==> src/rtl/match_pkg.sv <==
// match_pkg: shared definitions for the match_feeder sequencing front end.
//   feeder_state_t : FSM state encoding
//   BYTE_W, POS_W  : byte width and default text-position width
//   fold_case()    : ASCII upper-to-lower conversion (A-Z -> a-z)
package match_pkg;

    localparam int unsigned BYTE_W = 8;
    localparam int unsigned POS_W  = 15;

    typedef enum logic [2:0] {
        IDLE,
        LOAD_PAT,
        PAT_GAP,
        TEXT,
        TEXT_GAP,
        FINISH
    } feeder_state_t;

    function automatic logic [BYTE_W-1:0] fold_case(input logic [BYTE_W-1:0] b);
        if (b >= 8'h41 && b <= 8'h5A) begin
            return b | 8'h20;
        end
        return b;
    endfunction

endpackage

==> src/rtl/match_feeder.sv <==
// match_feeder: loads a pattern from an upstream byte stream, then streams
// text bytes to the matcher with GAP_CYCLES idle cycles after every byte.
//
// Parameters: PAT_MAX_LEN (max pattern bytes), GAP_CYCLES (0..15),
//             POS_W (text length / byte counter width).
// Ports:
//   clk, rst          : clock, synchronous active-high reset
//   start             : command pulse, samples pat_len / text_len
//   pat_len, text_len : run lengths in bytes
//   s_data/s_valid/s_ready : upstream byte handshake (s_ready is a state decode)
//   pattern/pattern_val    : pattern byte to the matcher
//   data_in/data_in_val    : text byte to the matcher
//   done, match_end   : pattern-load-complete / text-complete pulses
//   busy, err         : not-IDLE flag / rejected-start pulse
//   byte_cnt          : text bytes sent in the current run
// Build option: define MATCH_FEEDER_CASEFOLD_EN to fold A-Z to a-z on both
// byte outputs (folding happens ahead of the output registers).
module match_feeder #(
    parameter int unsigned PAT_MAX_LEN = 16,
    parameter int unsigned GAP_CYCLES  = 2,
    parameter int unsigned POS_W       = match_pkg::POS_W
) (
    input  logic                                 clk,
    input  logic                                 rst,
    input  logic                                 start,
    input  logic [$clog2(PAT_MAX_LEN+1)-1:0]     pat_len,
    input  logic [POS_W-1:0]                     text_len,
    input  logic [match_pkg::BYTE_W-1:0]         s_data,
    input  logic                                 s_valid,
    output logic                                 s_ready,
    output logic [match_pkg::BYTE_W-1:0]         pattern,
    output logic                                 pattern_val,
    output logic [match_pkg::BYTE_W-1:0]         data_in,
    output logic                                 data_in_val,
    output logic                                 done,
    output logic                                 match_end,
    output logic                                 busy,
    output logic                                 err,
    output logic [POS_W-1:0]                     byte_cnt
);
    import match_pkg::*;

    localparam int unsigned PLW = $clog2(PAT_MAX_LEN+1);
    // Gap counter is loaded with GAP_CYCLES-1 and counts down to zero.
    localparam logic [3:0] GAP_LAST = (GAP_CYCLES > 0) ? 4'(GAP_CYCLES - 1) : 4'd0;

    feeder_state_t        state, next_state;
    logic [PLW-1:0]       pat_len_q, pat_cnt;
    logic [POS_W-1:0]     text_len_q;
    logic [3:0]           gap_cnt;
    logic [BYTE_W-1:0]    s_byte;
    logic                 xfer, start_ok, pat_last, text_last;

`ifdef MATCH_FEEDER_CASEFOLD_EN
    assign s_byte = fold_case(s_data);
`else
    assign s_byte = s_data;
`endif

    assign xfer      = s_valid & s_ready;
    assign start_ok  = start && (pat_len != '0) && (pat_len <= PLW'(PAT_MAX_LEN));
    assign pat_last  = (PLW'(pat_cnt + 1'b1) == pat_len_q);
    assign text_last = (POS_W'(byte_cnt + 1'b1) == text_len_q);

    always_ff @(posedge clk) begin
        if (rst) begin
            state <= IDLE;
        end else begin
            state <= next_state;
        end
    end

    always_comb begin
        next_state = state;
        s_ready    = 1'b0;
        case (state)
            IDLE: begin
                if (start_ok) next_state = LOAD_PAT;
            end
            LOAD_PAT: begin
                s_ready = 1'b1;
                if (xfer && pat_last) next_state = PAT_GAP;
            end
            PAT_GAP: begin
                next_state = (text_len_q == '0) ? FINISH : TEXT;
            end
            TEXT: begin
                s_ready = 1'b1;
                if (xfer) begin
                    if (GAP_CYCLES > 0)  next_state = TEXT_GAP;
                    else if (text_last)  next_state = FINISH;
                end
            end
            TEXT_GAP: begin
                if (gap_cnt == '0)
                    next_state = (byte_cnt == text_len_q) ? FINISH : TEXT;
            end
            FINISH: begin
                next_state = IDLE;
            end
            default: next_state = IDLE;
        endcase
    end

    // done/match_end are registered decodes of PAT_GAP/FINISH, so each lands
    // one cycle after its state; busy tracks next_state so it mirrors state.
    always_ff @(posedge clk) begin
        if (rst) begin
            pattern     <= '0;
            pattern_val <= 1'b0;
            data_in     <= '0;
            data_in_val <= 1'b0;
            done        <= 1'b0;
            match_end   <= 1'b0;
            busy        <= 1'b0;
            err         <= 1'b0;
            byte_cnt    <= '0;
            pat_len_q   <= '0;
            pat_cnt     <= '0;
            text_len_q  <= '0;
            gap_cnt     <= '0;
        end else begin
            pattern_val <= 1'b0;
            data_in_val <= 1'b0;
            done        <= (state == PAT_GAP);
            match_end   <= (state == FINISH);
            busy        <= (next_state != IDLE);
            err         <= (state == IDLE) && start && !start_ok;

            if (state == IDLE && start_ok) begin
                pat_len_q  <= pat_len;
                text_len_q <= text_len;
                byte_cnt   <= '0;
                pat_cnt    <= '0;
            end

            if (state == LOAD_PAT && xfer) begin
                pattern     <= s_byte;
                pattern_val <= 1'b1;
                pat_cnt     <= PLW'(pat_cnt + 1'b1);
            end

            if (state == TEXT && xfer) begin
                data_in     <= s_byte;
                data_in_val <= 1'b1;
                if (byte_cnt != text_len_q) byte_cnt <= POS_W'(byte_cnt + 1'b1);
                gap_cnt     <= GAP_LAST;
            end

            if (state == TEXT_GAP && gap_cnt != '0) begin
                gap_cnt <= gap_cnt - 4'd1;
            end
        end
    end

endmodule

==> config.mk <==
export PLATFORM = sky130hd
export DESIGN_NAME = match_feeder
export DESIGN_NICKNAME = d
export VERILOG_FILES = /design/src/rtl/match_pkg.sv /design/src/rtl/match_feeder.sv
export SDC_FILE = /design/constraint.sdc
export NUM_CORES = 1
export LEC_CHECK = 0
export CAP_MARGIN = 20
export CORE_UTILIZATION = 27
export CTS_CLUSTER_SIZE = 8
export DETAILED_ROUTE_END_ITERATION = 6
export RECOVER_POWER = 50
export SLEW_MARGIN = 10
export SYNTH_ARGS = -nofsm -noshare
export SYNTH_HDL_FRONTEND = slang
export SYNTH_SLANG_ARGS = --single-unit
==> constraint.sdc <==
create_clock -name clk -period 5 [get_ports clk]
set_input_delay 1 -clock clk [delete_from_list [all_inputs] [get_ports clk]]
set_output_delay 1 -clock clk [all_outputs]
set_load 0.005 [all_outputs]
# Word level (Yosys, flattened, before mapping)

Index checks and enable logic that the tools add are counted.

Register bits: 69
Output and inout bits: 38

Reduce and logical (&&, ||, !) cells: 19
Mux-type cells: 17
Equal/unequal tests: 8
Magnitude comparators: 1
Add/subtract/negate cells: 3
Bitwise logic cells: 1

Operators with widths:

| kind                                                                  | count |
|---|---|
| 15-bit 2-to-1 mux                                                     | 3 |
| 3-bit 2-to-1 mux                                                      | 6 |
| 15-bit by 1-bit adder with 15-bit output, second input constant       | 1 |
| 15-bit equality test                                                  | 1 |
| 15-bit logical NOT                                                    | 1 |
| 15-bit inequality test                                                | 1 |
| 3-bit one-hot mux with 5 select lines                                 | 1 |
| 5-bit 2-to-1 mux                                                      | 2 |
| 1-bit logical AND                                                     | 9 |
| 4-bit 2-to-1 mux                                                      | 2 |
| 3-bit by 2-bit equality test with 1-bit output, second input constant | 2 |
| 3-bit equality test, second input constant                            | 2 |
| 5-bit by 1-bit adder with 5-bit output, second input constant         | 1 |
| 5-bit equality test                                                   | 1 |
| 5-bit less-or-equal comparator, second input constant                 | 1 |
| 5-bit nonzero test                                                    | 1 |
| 4-bit logical NOT                                                     | 1 |
| 2-bit nonzero test                                                    | 2 |
| 4-bit nonzero test                                                    | 1 |
| 4-bit by 1-bit subtractor with 4-bit output, second input constant    | 1 |
| 3-bit by 1-bit equality test with 1-bit output, second input constant | 1 |
| 3-bit logical NOT                                                     | 1 |
| 1-bit 2-to-1 mux                                                      | 3 |
| 3-bit nonzero test                                                    | 1 |
| other kinds (3)                                                       | 3 |

# Longest topological paths before layout

Gate-level depths: netlist of the first run.

Depth in word-level cells: 8
Depth in mapped cells: 8
Depth with buffers taken out: 7

# Worst setup path before layout of the first run

No wires, ideal clock.

Path type: in2reg
Start: input port pat_len[0]
End: register pat_len_q[0]
Path slack: 2634 ps
Library setup time: 132 ps
Data required time: 4868 ps
Arrival: 2234 ps
Stages on the path: 7
Path through: nor4_4 -> xor2_1 -> or3_1 -> buf_2 -> buf_2 -> nand2_1 -> a21oi_1

Word-level cells in the longest chain between the ends: 4

RTL lines:

| item                                                                   | RTL line            | RTL |
|---|---|---|
| start: declaration                                                     | match_feeder.sv:26  | `input logic [$clog2(PAT_MAX_LEN+1)-1:0] pat_len,` |
| branches (longest 4 deep; another with 5-bit less-or-equal comparator) | n/a                 |  |
| end signal: assignment                                                 | match_feeder.sv:131 | `pat_len_q <= pat_len;` |
| end: declaration                                                       | match_feeder.sv:48  | `logic [PLW-1:0] pat_len_q, pat_cnt;` |

Parallel ways; which one is timed is not known.
A chain may end at the register's enable or synchronous reset.

==> results of run 1 <==
[critical path, delay by kind of cell]
kind | cells | cell delay, ns
simple gates | 1 | 0.14
buf+inv | 2 | 2.31
mux | 1 | 0.33
[logic make-up after synthesis]
kind of cell	count (synthesis)	synth area share
and+or+nand+nor	186	0.2901
buffers and inverters	24	0.03162
muxes	5	0.01897
xor gates and xnor gates	27	0.07470
adders and majority gates	3	0.01186
AOI/OAI and AO/OA	76	0.1364
DFF	69	0.4364
[per-stage QoR]
stage | area [µm²] | power (µW) | std cells | util
global route | 4285 | 1455 | 600 | 0.3753
detailed placement | 3964 | 718.7 | 584 | 0.3471
floorplan | 3166 | 662.0 | 390 | -
global placement | 3964 | 717.9 | 584 | 0.3471
finish | 4285 | 1402 | 600 | 0.3753
CTS | 4290 | 1418 | 600 | 0.3757
[state kept, by name (all words and copies together), names as in the netlist]
name         cells
busy             1
byte_cnt        15
data_in          8
data_in_val      1
done             1
err              1
gap_cnt          4
match_end        1
pat_cnt          5
pat_len_q        5
pattern          8
pattern_val      1
state            3
text_len_q      15
[cell usage after synthesis, drive strengths merged (2+ instances only)]
library cell and n:
nand2 83, dfxtp 69, a21oi 50, nor2 28, xnor2 23, nand3 17, clkbuf 13, o21ai 10
buf 8, nand4 8, or3 8, a211oi 7, nor3b 7, nor4 6, mux2 5, and2 4
and3 4, nand3b 4, nor3 4, xor2 4, a31oi 3, ha 3, inv 3, or2 3
nand2b 2, or3b 2, or4 2
[worst max-delay path by stage]
stage | start | to | slack, ns | cells after the start
global route | rst | byte_cnt[11]$_SDFF_PP0_ | 1.13 | 4
detailed placement | pat_len[0] | byte_cnt[1]$_SDFF_PP0_ | 1.84 | 7
global placement | pat_len[0] | byte_cnt[3]$_SDFF_PP0_ | 1.87 | 7
floorplan | pat_len[0] | pat_len_q[0]$_SDFFE_PP0P_ | 2.63 | 7
finish | rst | byte_cnt[11]$_SDFF_PP0_ | 1.43 | 4
CTS | pat_len[0] | byte_cnt[1]$_SDFF_PP0_ | 2.20 | 7
[where the power goes]
part	leakage, µW	internal [µW]	switching (µW)	total, µW
Clock	0.000152	451	245	696
Combinational	0.000864	60.5	68.7	129
Sequential	0.000559	564	12.7	577
[cell type report]
type / count / area, µm²
multi-input combinational: 297 / 1684
clock buffer: 11 / 242.7
fill: 1195 / 7133
sequential: 69 / 1381
inverter: 3 / 11.26
clock inverter: 5 / 83.83
tap: 143 / 178.9
timing repair buffer: 72 / 703.2
[layer usage]
layer  vias to the layer above  wire length (µm)  share of wire
met5                         -                 0              0
met3                        12               406          0.048
met4                         0               147          0.017
met2                        80              4098           0.48
met1                      1352              3855           0.45
li1                       1478                 -              -
==> flow_summary_export.csv, run 1 <==
group,metric,value,unit
outcome,status,"finished, violations left",
outcome,violations,"capacitance limit, slew limit",
setup_path,rrSetupSlack,2.55,ns
setup_path,r2r-start,"byte_cnt[2]$_SDFF_PP0_",
pwr,ir_worst_vdd,0.1689,mV
timing,relSlewSlack,-0.04814,
global_routing,use_met3,0.03939,
global_routing,grt_pass1_wl,13380,µm
timing,setup-tns-final,0,ns
synth,syn_area,3166,µm²
synth,yosys_warnings,0,
setup_path,cp_slowest_stage_delay,1.21,ns
synth,synth_edf_count,0,
pwr,p_leak,0.001575,µW
synth,async_reset_ff_frac,0,
synth,synth_area_per_cell,8.117,µm²
placement,dp_worst_setup_slack,1.841,ns
hold_path,min_to,"pattern[7]$_SDFFE_PP0P_",
route,via_per_inst,4.870,
timing,rsz0062_at_grt,"false",
route,drc,0,
synth,ys_types,46,
setup_path,cp_cell_sequence,"clkbuf_1 > clkbuf_1 > nor3b_1 > mux2_2",
route,dr.first_iter.drc_count,225,
global_routing,first_global_vias,2773,
layout,layout-drive-gt1-share,0.06565,
cts,cts_setup_buffers,0,
cts,insertion_delay,0.34,ns
floorplanning,die_area,12160,µm²
layout,diodes,0,
timing,period_needed,3.566,ns
timing,tightest_slew,1.572,ns
hold_path,hold_class,"flip-flop to flip-flop",
placement,portBuffers,69,
setup_path,start_kind,"input port",
layout,fin_nets,487,
setup_path,r2r-end,"byte_cnt[2]$_SDFF_PP0_",
setup_path,crit_type,"input port to flip-flop",
timing,slew_viol_final,72,
floorplanning,die_w,110.3,µm
floorplanning,die_height,110.3,µm
floorplanning,initial_core_util,0.2772,
global_routing,grt_max_degree,36,
synth,ys_ff_latch,69,
synth,synth_cells,390,
setup_path,critPathSlowestCell,"clkbuf_1",
timing,fmax,0.2804,GHz
setup_path,reg2reg_depth,6,
cts,clockBufferDepth,2,
route,num_vias,2922,
cts,h-tree-depth,3,
timing,hold_viol_final,0,
synth,synth_top_area_cell,"dfxtp_1",
route,antenna_left,0,
timing,finalCritPeriodShare,0.7132,
cts,cts-root-buf,"clkbuf_16",
synth,yosysSeqAreaShare,0.4364,
cts,cts_made_buffers,9,
synth,yosysTopAreaCellShare,0.4364,
global_routing,grtUsageMet1,0.1858,
placement,hpwlAfterDp,6122,µm
timing,fin_skew,0.009617,ns
floorplanning,core-area,11420,µm²
setup_path,end_kind,"flip-flop",
timing,finalSetupViolCount,0,
global_routing,grt_overflow,0,
cts,path_clk_slew,0.06,ns
setup_path,crit_top_cell,"clkbuf_1",
placement,place_congestion,0.8380,
layout,final_cell_mix,"nand2_1 (83), dfxtp_1 (69), a21oi_1 (49)",
timing,fin_ws,1.434,ns
hold_path,worstHoldStart,"pattern[7]$_SDFFE_PP0P_",
floorplanning,io_pins,70,
global_routing,gr-max-usage-layer,"met2",
route,wire_per_inst,14.18,µm
flow_run,maxCapViolations,2,
global_routing,grtUsageMet2,0.2303,
floorplanning,rows,39,
layout,syn2layout_area_growth,35.38,%
synth,yosys-top-cells-area,"dfxtp_1 (44%), nand2_1 (9.8%), a21oi_1 (7.7%)",
synth,syn_nets,425,
layout,layout_commonest_cell,"nand2_1",
cts,hold_buffers,0,
cts,clock_sinks,69,
timing,whs,0.4521,ns
setup_path,critPathRequiredTime,5.23,ns
hold_path,worstHoldPathCells,2,
cts,cts_tree,"yes",
setup_path,arrival,3.79,ns
cts,cts_resized,0,
synth,ys.flop_type,"dfxtp_1",
setup_path,crit_fanout,35,
global_routing,antenna_found_initial,0,
global_routing,grt_util_all_layers,0.1467,
pwr,power_density,327.1,nW/µm²
route,drtPass1Iterations,4,
route,wl,8507,µm
(Power assumes the default switching activity.)
==> inputs of run 2 (changes only) <==
- clock period: 5 -> 3.6 ns (I/O delays scaled with it)
==> run 2 against run 1 <==
Routed wire length grew 1.1%. The run still ends with capacitance limit, slew limit left. Power increased by 38%. Combinational power up 42%. Die area is the same. Clock power increased by 37%. Via count increased by 1.6%. Flip-flop and latch count did not move. First-iteration DRC count fell by 34%. Sequential share of layout area is 0.28 points lower. Clock skew shrank 0.0040 ns.
==> flow_summary_export.csv, run 2 (synthesis results as in run 1) <==
group,metric,value,unit
outcome,status,"finished, violations left",
outcome,violations,"capacitance limit, slew limit",
route,num_vias,2968,
timing,finalCritPeriodShare,0.7073,
cts,cts_made_buffers,9,
floorplanning,die_w,110.3,µm
placement,hpwlAfterDp,6248,µm
flow_run,maxCapViolations,1,
global_routing,grt_max_degree,37,
cts,cts_resized,0,
cts,h-tree-depth,3,
hold_path,worstHoldStart,"data_in[1]$_SDFFE_PP0P_",
timing,finalSetupViolCount,0,
floorplanning,die_height,110.3,µm
layout,syn2layout_area_growth,36.56,%
layout,diodes,0,
pwr,ir_worst_vdd,0.2862,mV
setup_path,critPathRequiredTime,3.73,ns
floorplanning,io_pins,70,
floorplanning,die_area,12160,µm²
hold_path,worstHoldPathCells,2,
timing,period_needed,2.546,ns
setup_path,arrival,2.68,ns
route,via_per_inst,4.922,
route,drc,0,
timing,setup-tns-final,0,ns
global_routing,antenna_found_initial,0,
global_routing,first_global_vias,2815,
cts,hold_buffers,0,
cts,cts_tree,"yes",
route,wire_per_inst,14.27,µm
global_routing,grt_util_all_layers,0.1478,
global_routing,grt_overflow,0,
global_routing,grt_pass1_wl,13800,µm
placement,dp_worst_setup_slack,0.7483,ns
pwr,report.power.total,1938,µW
placement,portBuffers,69,
cts,cts-root-buf,"clkbuf_16",
cts,path_clk_slew,0.06,ns
setup_path,r2r-start,"byte_cnt[5]$_SDFF_PP0_",
timing,rsz0062_at_grt,"false",
setup_path,start_kind,"input port",
timing,tightest_slew,1.577,ns
timing,hold_viol_final,0,
layout,layout_commonest_cell,"nand2_1",
timing,whs,0.4499,ns
timing,slew_viol_final,34,
floorplanning,rows,39,
route,antenna_left,0,
setup_path,rrSetupSlack,1.12,ns
setup_path,r2r-end,"byte_cnt[2]$_SDFF_PP0_",
timing,fmax,0.3927,GHz
cts,clockBufferDepth,2,
cts,cts_setup_buffers,0,
hold_path,min_to,"data_in[1]$_SDFFE_PP0P_",
floorplanning,core-area,11420,µm²
layout,final_cell_mix,"nand2_1 (83), dfxtp_1 (69), a21oi_1 (49)",
layout,top_regs,"byte_cnt (15), text_len_q (15)",
layout,fin_nets,490,
layout,layout-drive-gt1-share,0.07609,
cts,clock_sinks,69,
timing,fin_ws,1.054,ns
pwr,power_density,448.2,nW/µm²
route,drtPass1Iterations,4,
setup_path,reg2reg_depth,6,
hold_path,hold_class,"flip-flop to flip-flop",
setup_path,crit_type,"input port to flip-flop",
route,dr.first_iter.drc_count,149,
placement,place_congestion,0.8563,
timing,fin_skew,0.005625,ns
setup_path,end_kind,"flip-flop",
pwr,p_leak,0.001572,µW
cts,insertion_delay,0.33,ns
floorplanning,initial_core_util,0.2772,
setup_path,crit_fanout,16,
timing,relSlewSlack,-0.05156,
route,wl,8603,µm
-- run 2: cell count changes in the layout (fill, tap and decap cells not counted) --
cell,before,now
clkdlybuf4s50_1,32,42
dlygate4sd3_1,36,26
buf_4,2,5
clkbuf_1,3,1
clkinv_2,0,2
buf_12,0,1
clkinvlp_4,2,1
-- run 2: worst max path at each step --
stage,depth (start not counted),endpoint,startpoint
3_5_place_dp,7,byte_cnt[1]$_SDFF_PP0_,pat_len[0]
4_1_cts,7,byte_cnt[1]$_SDFF_PP0_,pat_len[0]
3_3_place_gp,7,byte_cnt[3]$_SDFF_PP0_,pat_len[0]
2_1_floorplan,7,pat_len_q[0]$_SDFFE_PP0P_,pat_len[0]
5_1_grt,7,byte_cnt[3]$_SDFF_PP0_,pat_len[0]
6_report,7,byte_cnt[1]$_SDFF_PP0_,pat_len[0]
-- run 2: layer usage --
layer  up-vias  routed length (µm)  GRT usage
met5         -                   0          0
met4         0                 182    0.07237
met3        16                 299    0.02646
met2        55                4112     0.2351
met1      1414                4009     0.1921
li1       1483                   -          -
-- run 2: stage by stage --
step           cells  cell area (µm²)  utilization
6_report         603             4323       0.3786
3_3_place_gp     586             3979       0.3485
2_1_floorplan    390             3166            -
3_5_place_dp     587             3999       0.3502
4_1_cts          603             4324       0.3787
5_1_grt          603             4323       0.3786
-- run 2: report_power, final --
group          switching [µW]  internal (µW)
registers                18.4            784
clock network             329            623
logic                    96.1           86.8
total                     444           1490
-- run 2: area by class of cell --
type | instances | area, µm²
clock inverters | 6 | 86.33
multi-input cells | 297 | 1684
clock buffers | 10 | 239.0
fillers | 1196 | 7096
inverters | 3 | 11.26
well taps | 143 | 178.9
flip-flops and latches | 69 | 1381
repair buffers | 75 | 742.0
-- run 2: critical path, stage by stage --
cell	delay (ns)
clkdlybuf4s50_1	0.46
nor4_4	0.34
xor2_1	0.15
or3_1	0.56
buf_4	0.26
nand3_1	0.09
a21oi_1	0.08
==> patch 1, RTL diff (settings of run 1) <==
Build with the macro `MATCH_FEEDER_CASEFOLD_EN` defined.
--- a/src/rtl/match_feeder.sv
+++ b/src/rtl/match_feeder.sv
@@ -17,2 +17,4 @@
 // byte outputs (folding happens ahead of the output registers).
+`define MATCH_FEEDER_CASEFOLD_EN
+
 module match_feeder #(
Behaviour: not the same (Yosys sat finds a counterexample within 4 cycles, from zero or initial values and one cycle with rst high).
==> patch 1 against run 1 <==
  * The run still ends with max-capacitance violations, max-slew violations left
  * Sequential share of layout area grew 0.28 points
  * Synthesized area is essentially flat
  * Setup slack gained 0.047 ns
  * Synthesized cell count shrank 0.26%
  * Power shrank 3.2%
  * Routed wire length shrank 1.4%
  * Maximum frequency grew 1.3%
  * Cell area shrank 0.85%
  * Die area is essentially flat
  * Sequential cell count is the same
  * Largest power group unchanged
  * Highest routed layer unchanged
==> patch 1: results (changes against run 1) <==
| Metric | Value |
|---|---|
| Layout Nets | `486 (-0.21%)` |
| Slew Viols, Final | `38 (-47%)` |
| Detailed-route via count | `2,912 (-0.34%)` |
| DR iter-0 viols | `194 (-14%)` |
| Synth area leaders | `dfxtp_1 (44%), nand2_1 (10%), a21oi_1 (8.2%), xor2_1 (4.7%), nor2_1 (2.7%)` |
| Global Route Usage Sum | `14.49% (-0.19 points)` |
| Status | `finished with violations` |
| CLK BUF | `10 (-1)` |
| Max rail drop VDD | `0.1515 mV (-10%)` |
| Dpl hpwl | `6010 um (-1.8%)` |
| Hold Worst Slack | `0.4543 ns (+0.002184 ns)` |
| Share of cells above drive strength 1 | `5.482% (-1.1 points)` |
| Non-clk buf share | `16.55% (+0.14 points)` |
| Hold Path Origin | `data_in[3]` |
| Multi-input gate count | `293 (-1.3%)` |
| RR Startpoint | `state[0]` |
| Layout filler cell count | `1,215 (+1.7%)` |
| Sequential share of the synthesized area | `43.60% (about the same)` |
| Crit-path leading delay family | `buffers and inverters` |
| Inverters, non-clock | `6 (+3)` |
| Ys flop type | `dfxtp_1` |
| Worst stage delay on the critical path | `1.25 ns (+0.04 ns)` |
| CP Max Fanout | `37 (+5.7%)` |
| Vias in the first global route | `2,797 (+0.87%)` |
| Syn Nets | `424 (-0.24%)` |
| First-pass GRT wire length | `13,430 um (+0.41%)` |
| Max Cap Viol | `1 (-1)` |
| CTS root buffer | `clkbuf_16` |
| Worst Tran Pin Value | `1.641 ns (+0.06832 ns)` |
| R2R Setup Slk | `2.01 ns (-0.54 ns)` |
| Largest net degree at the start of global routing | `61 (+69%)` |
| Failing checks | `max-capacitance violations, max-slew violations` |
| H-tree levels | `3 (unchanged)` |
| Seq Cell Count | `69 (unchanged)` |
| Pleak | `1.615 nW (+2.6%)` |
| Clock skew | `0.006554 ns (-0.003062 ns)` |
| Crit path max-delay cell type | `clkbuf_1` |
| Yosys warns | `0 (unchanged)` |
| Gp weighted congestion | `0.7990 (-4.7%)` |
| CTS Buffer Depth | `2 (unchanged)` |
| Multi-input logic portion of the cell area | `38.90% (-0.40 points)` |
| DR pass1 iterations | `4 (unchanged)` |
| Clock latency at the later pin of the worst-skew pair | `roughly 0.33 ns` |
| Post-synth cell types | `49 (+6.5%)` |
| DRT Wirelength | `8390 um (-1.4%)` |
| Clock-cell share of area | `7.303% (-0.32 points)` |
| N_diodes | `0 (unchanged)` |
| Most frequent cells after synthesis | `nand2_1 (86), dfxtp_1 (69), a21oi_1 (52)` |
| Setup bufs post-CTS | `0 (unchanged)` |
| CP arrival | `3.71 ns (-0.08 ns)` |
==> patch 1: cell types whose count changed after synthesis, sizes merged, moves of 5 or more <==
cell	before	now
xnor2	23	7
o311ai	0	5
nor2b	1	7
xor2	4	17
==> patch 1: cell families (layout without fill, tap and decap cells) <==
| group | count (synthesis) | in the layout | synth area share (%) |
|---|---|---|---|
| AOI/OAI and AO/OA | 82 | 82 | 15.17 |
| xor gates and xnor gates | 24 | 24 | 6.635 |
| adders and majority gates | 3 | 3 | 1.185 |
| buffers and inverters | 27 | 94 | 3.989 |
| DFF | 69 | 69 | 43.60 |
| muxes | 2 | 2 | 0.6714 |
| and+or+nand+nor | 182 | 182 | 28.75 |
==> patch 1: layer usage <==
metal,wire (um),vias to the layer above,global-route usage [%]
li1,-,1481,-
met1,3684,1348,18.04
met4,95,0,5.451
met3,560,9,3.704
met2,4050,74,23.96
met5,0,-,0
==> patch 1: power breakdown <==
part           leakage, nW  switching (W)  internal (W)
logic                0.911      0.0000677     0.0000590
clock network        0.145       0.000248      0.000403
registers            0.559      0.0000143      0.000565
total                 1.62       0.000330       0.00103
==> patch 1: metrics by stage <==
stage / instance area, sq um / util, % / total power (W) / worst slack [ns] / instances
after floorplan: 3168 / - / 0.0006645 / 2.553 / 389
after global placement: 3953 / 34.62 / 0.0007197 / 1.436 / 582
after detailed placement: 3953 / 34.62 / 0.0007214 / 1.353 / 582
after CTS: 4263 / 37.33 / 0.001377 / 1.702 / 598
after global routing: 4249 / 37.21 / 0.001417 / 1.104 / 599
final: 4249 / 37.21 / 0.001358 / 1.481 / 599
==> patch 1: worst paths after layout <==
| kind | endpoint | cells after the start |
|---|---|---|
| setup / recovery | busy | 5 |
| hold / removal | data_in[3] | 2 |
| setup reg to reg | byte_cnt[10] | 6 |
| hold reg to reg | data_in[3] | 2 |
==> patch 2, RTL diff (settings of run 1) <==
Made on the original files. Make the reset (`rst`) asynchronous in 2 clocked blocks. Comments in the files are not updated.
--- a/src/rtl/match_feeder.sv
+++ b/src/rtl/match_feeder.sv
@@ -64,3 +64,3 @@
 
-    always_ff @(posedge clk) begin
+    always_ff @(posedge clk or posedge rst) begin
         if (rst) begin
@@ -106,3 +106,3 @@
     // one cycle after its state; busy tracks next_state so it mirrors state.
-    always_ff @(posedge clk) begin
+    always_ff @(posedge clk or posedge rst) begin
         if (rst) begin
Behaviour: differs if rst is asserted again (counterexample within 4 cycles, from zero or initial values and one cycle with rst high); with rst held inactive, the same outputs for 10 cycles.
==> patch 2 against run 1 <==
  * The run ends with design-rule violations left
  * Routed wire length down 7.9%
  * Clock skew down 0.0025 ns
  * Utilization up 0.42 points
  * Synthesized area up 2.9%
  * Cell area up 2.4%
  * Die area up 2.8%
  * Sequential cell count unchanged
  * Global-route usage down 1.5 points
  * Setup slack better by 0.30 ns
  * Highest routed layer unchanged
Power is not compared: it rests on default switching activity, and its combinational part moved more than twofold at a synthesized area within 25%.
==> patch 2: results (changes against run 1) <==
| Metric | Value |
|---|---|
| N_diodes | `0 (unchanged)` |
| Hold Worst Slack | `0.4714 ns (+0.01921 ns)` |
| Gp weighted congestion | `0.8211 (-2.0%)` |
| Dpl hpwl | `5647 um (-7.8%)` |
| Worst Tran Pin Value | `1.417 ns (-0.1549 ns)` |
| DR pass1 iterations | `7 (+3)` |
| Top Registers | `byte_cnt (15), text_len_q (15)` |
| Setup bufs post-CTS | `0 (unchanged)` |
| H-tree levels | `3 (unchanged)` |
| R2R Setup Slk | `2.28 ns (-0.27 ns)` |
| Clock skew | `0.007159 ns (-0.002458 ns)` |
| Clk slew on worst S/H paths | `0.05 ns` |
| Worst stage delay on the critical path | `1.10 ns (-0.11 ns)` |
| Global Route Usage Sum | `13.19% (-1.5 points)` |
| Yosys warns | `0 (unchanged)` |
| Num CTS Buffers | `9 (unchanged)` |
| Status | `finished with violations` |
| PortBufs | `69 (unchanged)` |
| Largest net degree at the start of global routing | `48 (+33%)` |
| Share of cells above drive strength 1 | `11.25% (+4.7 points)` |
| Clock latency at the later pin of the worst-skew pair | `roughly 0.33 ns` |
| CP arrival | `3.75 ns (-0.04 ns)` |
| CTS root buffer | `clkbuf_16` |
| Crit path max-delay cell type | `clkbuf_1` |
| CTS Buffer Depth | `2 (unchanged)` |
| Layout Nets | `421 (-14%)` |
| Max rail drop VDD | `between 0.15 and 0.2 mV` |
| Hold path cells | `2 (unchanged)` |
| Initial antenna violation count | `0 (unchanged)` |
| Syn Nets | `349 (-18%)` |
| DR iter-0 viols | `126 (-44%)` |
| Post-synth cell types | `43 (-6.5%)` |
| FFs w/ async S/R, synth | `100.0% (+100 points)` |
| Vias in the first global route | `2,463 (-11%)` |
| PostCTS Resize Cnt | `0 (unchanged)` |
| Crit-path leading delay family | `buffers and inverters` |
| Sequential share of the synthesized area | `53.02% (+9.4 points)` |
| Most frequent cells after synthesis | `nand2_1 (74), dfrtp_1 (69), mux2_2 (21)` |
| Synth area leaders | `dfrtp_1 (53%), nand2_1 (8.5%), mux2_2 (7.3%), xnor2_1 (3.5%), xor2_1 (3.2%)` |
| First-pass GRT wire length | `12,690 um (-5.2%)` |
| Pleak | `1.851 nW` |
| Vias per cell | `4.704 (-3.4%)` |
| R2R depth | `6 (unchanged)` |
| CP Max Fanout | `25 (-29%)` |
| DRC | `2 (+2)` |
| Hold WC Path Type | `reg -> reg` |
| Failing checks | `design-rule violations` |
| DRT Wirelength | `7836 um (-7.9%)` |
## patch 2: cell types whose count changed in the layout (fill, tap and decap cells not counted), moves of 10 or more
cell             change
dfrtp_1             +69
dlygate4sd3_1       -32
xnor2_1             -10
a21oi_1             -44
clkdlybuf4s50_1     +33
mux2_2              +17
nor2_1              -19
dfxtp_1             -69
## patch 2: area by class of cell
class	instances	area (sq um)
repair buffers	72	709.4
well taps	143	178.9
fillers	1088	7176
clock inverters	5	75.07
flip-flops and latches	69	1727
clock buffers	11	232.7
multi-input cells	222	1420
inverters	12	46.29
## patch 2: cell families after synthesis
| logic type | Yosys count | synth area share (%) |
|---|---|---|
| compound gates | 34 | 7.492 |
| xor+xnor | 25 | 6.723 |
| fa+ha+maj | 3 | 1.153 |
| buf+inv | 23 | 3.227 |
| flops | 69 | 53.02 |
| mux | 27 | 9.105 |
| simple gates | 133 | 19.29 |
## patch 2: routing by layer
| metal | global-route usage, % | up-vias | share of wire [%] |
|---|---|---|---|
| li1 | - | 1228 | - |
| met1 | 17.05 | 1222 | 46 |
| met2 | 20.62 | 50 | 48 |
| met3 | 3.157 | 12 | 4.0 |
| met4 | 6.577 | 0 | 2.0 |
| met5 | 0 | - | 0 |
## patch 2: metrics by stage
step           utilization, %  std cells  area (sq um)  setup slack [ns]
6_report                37.95        534          4389             1.739
5_1_grt                 37.95        534          4389             1.267
4_1_cts                 37.96        533          4390             2.218
3_5_place_dp            35.30        517          4083             1.918
3_3_place_gp            35.30        517          4083             1.959
2_1_floorplan               -        314          3257             2.260
## patch 2: worst min-delay path, delay by kind of cell, from the launching register on
kind	cells	cell delay (ns)
and+or+nand+nor	2	0.10
DFF	1	0.33
## patch 2: worst paths after layout
path,start,endpoint
setup / recovery,rst,state[0]
min in group asynchronous,rst,done
max in group clk,s_valid,byte_cnt[10]
hold / removal,data_in[1],data_in[1]
setup reg to reg,state[2],byte_cnt[10]
hold reg to reg,data_in[1],data_in[1]
## patch 2: power by group
| part | total [W] | switching, W | internal (W) |
|---|---|---|---|
| Combinational | 0.000663 | 0.000294 | 0.000370 |
| Sequential | 0.000912 | 0.000168 | 0.000744 |
| Clock | 0.000661 | 0.000227 | 0.000434 |
| Total | 0.00224 | 0.000689 | 0.00155 |
